## config.mk

```make
export PLATFORM = sky130hd
export DESIGN_NAME = mem_port_arbiter
export DESIGN_NICKNAME = d
export VERILOG_FILES = /design/src/rtl/mem_arb_pkg.sv /design/src/rtl/mem_arb_starve_cnt.sv /design/src/rtl/mem_port_arbiter.sv
export SDC_FILE = /design/constraint.sdc
export NUM_CORES = 1
export LEC_CHECK = 0
export BUFFER_PORTS_ARGS = -buffer_cell sky130_fd_sc_hd__buf_2
export CORE_UTILIZATION = 43
export CTS_CLUSTER_SIZE = 25
export DETAILED_ROUTE_END_ITERATION = 16
export HOLD_SLACK_MARGIN = 0.06
export PLACE_DENSITY = 0.8
export SLEW_MARGIN = 25
export SYNTH_ARGS = -nofsm -noshare
export SYNTH_HDL_FRONTEND = slang
export SYNTH_SLANG_ARGS = --single-unit
export TNS_END_PERCENT = 30
```

## constraint.sdc

```tcl
create_clock -name clk -period 1.8 [get_ports clk]
set_input_delay 0.18 -clock clk [delete_from_list [all_inputs] [get_ports clk]]
set_output_delay 0.18 -clock clk [all_outputs]
set_load 0.01 [all_outputs]
```

## src/rtl/mem_arb_pkg.sv

```systemverilog
`default_nettype none
// ============================================================================
// Module      : mem_arb_pkg
// Description : Shared types and constants for the unified I/D memory port
//               arbiter and its BRAM wrapper.
// Revision    : 1.0 - initial release
// ============================================================================
package mem_arb_pkg;

    // Default geometry of the unified instruction/data BRAM
    localparam int DEFAULT_ADDR_W = 10;
    localparam int DEFAULT_DATA_W = 32;

    // Width of the fetch starvation counter (holds 0..15)
    localparam int STARVE_CNT_W   = 4;

    // Operation issued to the memory in the previous cycle
    typedef enum logic [1:0] {
        ARB_IDLE  = 2'd0,
        ARB_IF_RD = 2'd1,
        ARB_D_RD  = 2'd2,
        ARB_D_WR  = 2'd3
    } arb_state_t;

endpackage : mem_arb_pkg
`default_nettype wire

```

## src/rtl/mem_arb_starve_cnt.sv

```systemverilog
`default_nettype none
// ============================================================================
// Module      : mem_arb_starve_cnt
// Description : Saturating up-counter with synchronous clear. Counts the
//               consecutive cycles a fetch is denied; at_max tells the
//               arbiter to hand the port to the fetch side.
// Revision    : 1.0 - initial release
// ============================================================================
module mem_arb_starve_cnt
    import mem_arb_pkg::*;
#(
    parameter int CNT_W = STARVE_CNT_W
) (
    input  logic             clk,
    input  logic             rst,
    input  logic             inc,
    input  logic             clr,
    input  logic [CNT_W-1:0] max,
    output logic             at_max
);

    logic [CNT_W-1:0] r_cnt;

    // Clear wins over increment; increment stops once the limit is reached
    always_ff @(posedge clk) begin
        if (rst) begin
            r_cnt <= '0;
        end else if (clr) begin
            r_cnt <= '0;
        end else if (inc && (r_cnt < max)) begin
            r_cnt <= r_cnt + 1'b1;
        end
    end

    assign at_max = (r_cnt >= max);

endmodule : mem_arb_starve_cnt
`default_nettype wire

```

## src/rtl/mem_port_arbiter.sv

```systemverilog
`default_nettype none
// ============================================================================
// Module      : mem_port_arbiter
// Description : Shares one single-port, 1-cycle-latency word memory between
//               the instruction-fetch and data-access ports. Data has
//               priority; a starvation counter bounds the fetch wait. Read
//               data is routed back to its owner with a one-cycle valid pulse.
// Revision    : 1.0 - initial release
// ============================================================================
module mem_port_arbiter
    import mem_arb_pkg::*;
#(
    parameter int ADDR_W     = DEFAULT_ADDR_W,
    parameter int DATA_W     = DEFAULT_DATA_W,
    parameter int STARVE_MAX = 4
) (
    input  logic                clk,
    input  logic                rst,
    // Instruction-fetch port
    input  logic                if_req,
    input  logic [ADDR_W-1:0]   if_addr,
    output logic                if_gnt,
    output logic                if_rvalid,
    output logic [DATA_W-1:0]   if_rdata,
    // Data-access port
    input  logic                d_req,
    input  logic                d_we,
    input  logic [ADDR_W-1:0]   d_addr,
    input  logic [DATA_W-1:0]   d_wdata,
    input  logic [DATA_W/8-1:0] d_be,
    output logic                d_gnt,
    output logic                d_rvalid,
    output logic [DATA_W-1:0]   d_rdata,
    // Shared memory port
    output logic                mem_en,
    output logic [DATA_W/8-1:0] mem_we,
    output logic [ADDR_W-1:0]   mem_addr,
    output logic [DATA_W-1:0]   mem_wdata,
    input  logic [DATA_W-1:0]   mem_rdata
);

    localparam logic [STARVE_CNT_W-1:0] c_starve_max = STARVE_CNT_W'(STARVE_MAX);

    arb_state_t         r_state;
    logic [DATA_W-1:0]  r_if_rdata;
    logic [DATA_W-1:0]  r_d_rdata;

    logic               w_at_max;
    logic               w_d_win;
    logic               w_if_win;

    // Fetch is forced through only when it has been held off long enough
    assign w_d_win  = d_req && !(if_req && w_at_max);
    assign w_if_win = if_req && !w_d_win;

    assign d_gnt    = w_d_win  && !rst;
    assign if_gnt   = w_if_win && !rst;

    mem_arb_starve_cnt #(
        .CNT_W (STARVE_CNT_W)
    ) u_starve_cnt (
        .clk    (clk),
        .rst    (rst),
        .inc    (if_req && d_gnt),
        .clr    (if_gnt || !if_req),
        .max    (c_starve_max),
        .at_max (w_at_max)
    );

    // Steer the memory port from whichever side won this cycle
    always_comb begin
        mem_en    = 1'b0;
        mem_we    = '0;
        mem_addr  = '0;
        mem_wdata = '0;
        if (d_gnt) begin
            mem_en   = 1'b1;
            mem_addr = d_addr;
            if (d_we) begin
                mem_we    = d_be;
                mem_wdata = d_wdata;
            end
        end else if (if_gnt) begin
            mem_en   = 1'b1;
            mem_addr = if_addr;
        end
    end

    // Return FSM: remember last cycle's operation and capture its read data
    always_ff @(posedge clk) begin
        if (rst) begin
            r_state    <= ARB_IDLE;
            r_if_rdata <= '0;
            r_d_rdata  <= '0;
        end else begin
            if (r_state == ARB_IF_RD) begin
                r_if_rdata <= mem_rdata;
            end
            if (r_state == ARB_D_RD) begin
                r_d_rdata <= mem_rdata;
            end
            if (if_gnt) begin
                r_state <= ARB_IF_RD;
            end else if (d_gnt) begin
                r_state <= d_we ? ARB_D_WR : ARB_D_RD;
            end else begin
                r_state <= ARB_IDLE;
            end
        end
    end

    // Valid pulses decode the registered state; reset suppresses them
    assign if_rvalid = (r_state == ARB_IF_RD) && !rst;
    assign d_rvalid  = (r_state == ARB_D_RD)  && !rst;

    // Fresh data passes straight through during the pulse, then is held
    assign if_rdata  = if_rvalid ? mem_rdata : r_if_rdata;
    assign d_rdata   = d_rvalid  ? mem_rdata : r_d_rdata;

endmodule : mem_port_arbiter
`default_nettype wire

```

Word-level counts from Yosys, hierarchy flattened
Cells that the tools add are included.
{ "word_totals": {"ff_bits": 70, "word_cells": 40, "in_bits": 93} }
{ "op_classes": {"mux": 13, "order_cmp": 2, "n_eq_ne": 2, "add_sub_neg": 1, "n_bitwise": 1, "reduce_logical": 16} }
{ "op_table": {"columns": ["operator", "count"], "rows": [
  ["$mux W32", 4],
  ["$mux W10", 2],
  ["$logic_and A1 B1 Y1", 9],
  ["$mux W4", 2],
  ["$mux W1", 5],
  ["$add A4 B1 Y4 const B", 1],
  ["$ge A4 B3 Y1 const B", 1],
  ["$logic_not A1 Y1", 4],
  ["$lt A4 B3 Y1 const B", 1],
  ["$reduce_or A3 Y1", 1],
  ["$eq A2 B1 Y1 const B", 1],
  ["$eq A2 B2 Y1 const B", 1],
  ["$reduce_or A2 Y1", 1],
  ["$logic_or A1 B1 Y1", 1],
  ["$not A1 Y1", 1]
]} }

Longest topological paths before layout
{ "depth": {"depth_word": 9, "ltp_mapped": 5} }

By module
Synthesis repeated with hierarchy kept, for this count alone.
{ "hier_totals": {"hier_cells": 476, "hier_area_um2": 3882.5} }
{ "modules_own_cells": {"columns": ["module", "instances", "cells_per_inst", "seq_area_each_um2", "area_per_inst_um2"], "rows": [
  ["mem_port_arbiter", 1, 439, 1321.3, 3550.9],
  ["mem_arb_starve_cnt", 1, 37, 80.1, 331.6]
]} }

Worst setup path before layout
No wires, ideal clock.
{ "synth_path": {"path_kind": "register to output", "from": "register r_state[0]", "to": "output if_rdata[24]", "setup_slack_ns": 0.398, "path_stages_with_launch": 6, "arrival_time_ns": 1.222, "cell_sequence": "dfxtp_1 inv_2 nor3_2 buf_6 buf_6 mux2_4"} }
{ "synth_via": {"elab_chain_len": 3} }
{ "synth_lines": {"columns": ["item", "line", "source"], "rows": [
  ["start, declared", "mem_port_arbiter.sv:44", "arb_state_t r_state;"],
  ["start signal, assigned", "mem_port_arbiter.sv:105", "r_state <= d_we ? ARB_D_WR : ARB_D_RD;"],
  ["$eq A2 B1 Y1", "mem_port_arbiter.sv:113", "assign if_rvalid = (r_state == ARB_IF_RD) && !rst;"],
  ["$logic_and A1 B1 Y1", "mem_port_arbiter.sv:113", null],
  ["$mux W32", "mem_port_arbiter.sv:117", "assign if_rdata = if_rvalid ? mem_rdata : r_if_rdata;"],
  ["end, declared", "mem_port_arbiter.sv:24", "output logic [DATA_W-1:0] if_rdata,"]
]} }
No other way between the ends.

Worst setup path in the final report
{ "layout_path": {"from": "register r_state[1]", "to": "output if_rdata[18]"} }
The elaborated chain is that of the path after synthesis.

==> impl_metrics.env <==
export IMPL_synth_fp_nets=387
export IMPL_seq_area_frac_synth=0.410
export IMPL_die_h_um=91.2
export IMPL_place_port_buffers=207
export IMPL_use_met3=0.0427
export IMPL_initial_core_util=0.443
export IMPL_met1_usage=0.287
export IMPL_timing_final_crit_period_ps=1890
export IMPL_synth_cell_types=23
export IMPL_coreArea_um2=7730
export IMPL_slew_violations=0
export IMPL_status="finished, violations left"
export IMPL_path_cells="buf_12, nor3_4, buf_6, buf_12, mux2_4, buf_6"
export IMPL_hpwl_um=6650
export IMPL_final_common_cell="buf_2"
export IMPL_grt_pass1_vias=3305
export IMPL_yosysTopAreaCellShare=0.410
export IMPL_htree_levels=3
export IMPL_holdWs_ps=111
export IMPL_grt_overflow=0
export IMPL_layout_nets=608
export IMPL_clock_skew_ps=8.25
export IMPL_crit_type="reg -> out"
export IMPL_grt_max_degree=37
export IMPL_cp_start_kind="register"
export IMPL_antenna_cells=0
export IMPL_syn_inst=293
export IMPL_grtUsageTotal=0.259
export IMPL_ys_warn_count=0
export IMPL_fin_setup_tns_ps=-3540
export IMPL_layout_drive_gt1_share=0.632
export IMPL_pre_cts_slack_ps=96.3
export IMPL_hold_violations=0
export IMPL_critPathCaptureType="output pin"
export IMPL_cts_buffers=9
export IMPL_cap_violations=0
export IMPL_synth_area_um2=3420
export IMPL_cp_data_arrival_time_ps=1710
export IMPL_cp_max_fo=14
export IMPL_die_area_um2=8320
export IMPL_leakagePower_nw=2.80
export IMPL_yosysTopAreaCell="dfxtp_1"
export IMPL_combPwrFrac=0.243
export IMPL_timing_fmax_mhz=528
export IMPL_cts_reportedPaths_clkPinSlew_ps=80
export IMPL_p_sw_mw=1.07
export IMPL_grt_use_met2=0.492
export IMPL_netSwitchingFraction=0.261
export IMPL_dr_pass1_iters=4
export IMPL_gp_congestion=0.861
export IMPL_via_per_inst=5.28
export IMPL_cts_sinks=70
export IMPL_max_vdd_ir_drop_uv=361
export IMPL_violations="setup timing"
export IMPL_avgSynthCellArea_um2=11.7
export IMPL_setup_viol_count_final=64
export IMPL_power_frac_seq=0.407
export IMPL_syn_to_final_growth_pct=66.2
export IMPL_top_usage_layer="met2"
export IMPL_final_area_um2=5690
export IMPL_period_share=1.05
export IMPL_cts_root_buf="clkbuf_8"
export IMPL_p_int_mw=3.05
export IMPL_drt_wl_total_um=11300
export IMPL_hold_buffers=0
export IMPL_synth_seq_cells=70
export IMPL_final_util=0.736
export IMPL_insertion_delay_ps=340
export IMPL_worstPathRequired_ps=1620
export IMPL_clockPowerShare=0.350
export IMPL_postPlaceCellArea_um2=4560
export IMPL_yosys_top_cells_area="dfxtp_1 (41%), a22o_1 (19%), mux2_4 (12%)"
export IMPL_cts_tree="yes"
export IMPL_grt_pass1_wl_um=16800
export IMPL_layout_common_cells="buf_2 (143), a22o_1 (74), dfxtp_1 (68)"
export IMPL_cpPeakStageDelay_ps=360
export IMPL_power_density_nw_per_um2=725
export IMPL_drtAntennaViolNets=0
export IMPL_dr_first_iter_drc_count=71
export IMPL_rsz0062_at_grt="yes"
export IMPL_cts_buffer_depth=2
export IMPL_antenna_found_initial=0
export IMPL_vias=3280
export IMPL_drc=0
export IMPL_die_w_um=91.2
export IMPL_routedWlPerCell_um=18.2
export IMPL_layout_setup_ws_ps=-94.5
export IMPL_crit_path_top_delay_cell="dfxtp_4"
export IMPL_min_path_type="in -> reg"
export IMPL_ios=208
export IMPL_rows=32
[per-layer routing]
metal / share of wire / vias to the layer above
met2: 0.54 / 156
met3: 0.050 / 19
met5: 0 / -
met4: 0.019 / 0
li1: - / 1530
met1: 0.39 / 1575
[sequential cells by signal, indices dropped and copies added, names as in the netlist]
name / cells
r_d_rdata: 32
r_if_rdata: 32
r_state: 2
u_starve_cnt.r_cnt: 4
[final timing paths]
kind	from	to	slack, ps	depth (start not counted)
worst min-delay path	mem_rdata[16]	r_d_rdata[16]	110	2
worst min register to register	u_starve_cnt.r_cnt[0]	u_starve_cnt.r_cnt[0]	440	1
worst max-delay path	r_state[1]	if_rdata[18]	-90	6
worst max register to register	r_state[1]	r_d_rdata[17]	270	7
[final cells by class]
cell class | instances | area [µm²]
clock inverter | 6 | 92.6
timing repair buffer | 236 | 1920
sequential | 70 | 1410
fill | 523 | 2040
tap | 102 | 128
multi-input combinational | 195 | 1990
inverter | 2 | 10.0
clock buffer | 10 | 138
[Yosys cell counts]
library cell	count
a21oi_1	3
a22o_1	74
and2_1	40
and3_1	2
buf_2	14
buf_4	4
buf_6	6
buf_8	1
clkbuf_2	1
conb_1	1
dfxtp_1	70
ha_1	1
inv_1	1
inv_2	1
mux2_1	7
mux2_2	30
mux2_4	27
nand2b_1	1
nor2_1	3
nor2b_1	2
nor3_2	2
o21ai_0	1
or2_2	1
[per-stage QoR]
step                total power, mW  std cells
floorplan                      2.11        293
global placement               2.41        587
detailed placement             2.43        587
CTS                            4.06        617
global route                   4.28        621
finish                         4.12        621
[cell families (layout without fill, tap and decap cells)]
logic type / Yosys count / after routing / synth area share
compound gates: 78 / 78 / 0.195
flops: 70 / 70 / 0.410
mux: 64 / 64 / 0.240
simple gates: 51 / 51 / 0.0932
buf+inv: 28 / 254 / 0.0570
fa+ha+maj: 1 / 1 / 0.00366
other cells: 1 / 1 / 0.00110
[power by group through the flow]
stage	clock network, mW	logic, mW	registers [mW]
after CTS	1.46	0.932	1.67
final	1.44	1.00	1.68
after global placement	0	0.708	1.70
after detailed placement	0	0.722	1.70
after floorplan	0	0.415	1.69
after global routing	1.54	1.06	1.68
[critical path: cells and delay by family, from the launching register on]
kind	cells	cell delay, ps
buffers and inverters	4	580
multiplexers	1	320
flip-flops	1	360
AND/OR/NAND/NOR	1	110
[repair_timing]
item	4_1_cts	5_1_grt
setup endpoints to repair	75	110
setup buffers	9	2
gates resized for setup	88	28
cloned	5	2
pin swaps	2	2
(Power assumes the default switching activity.)
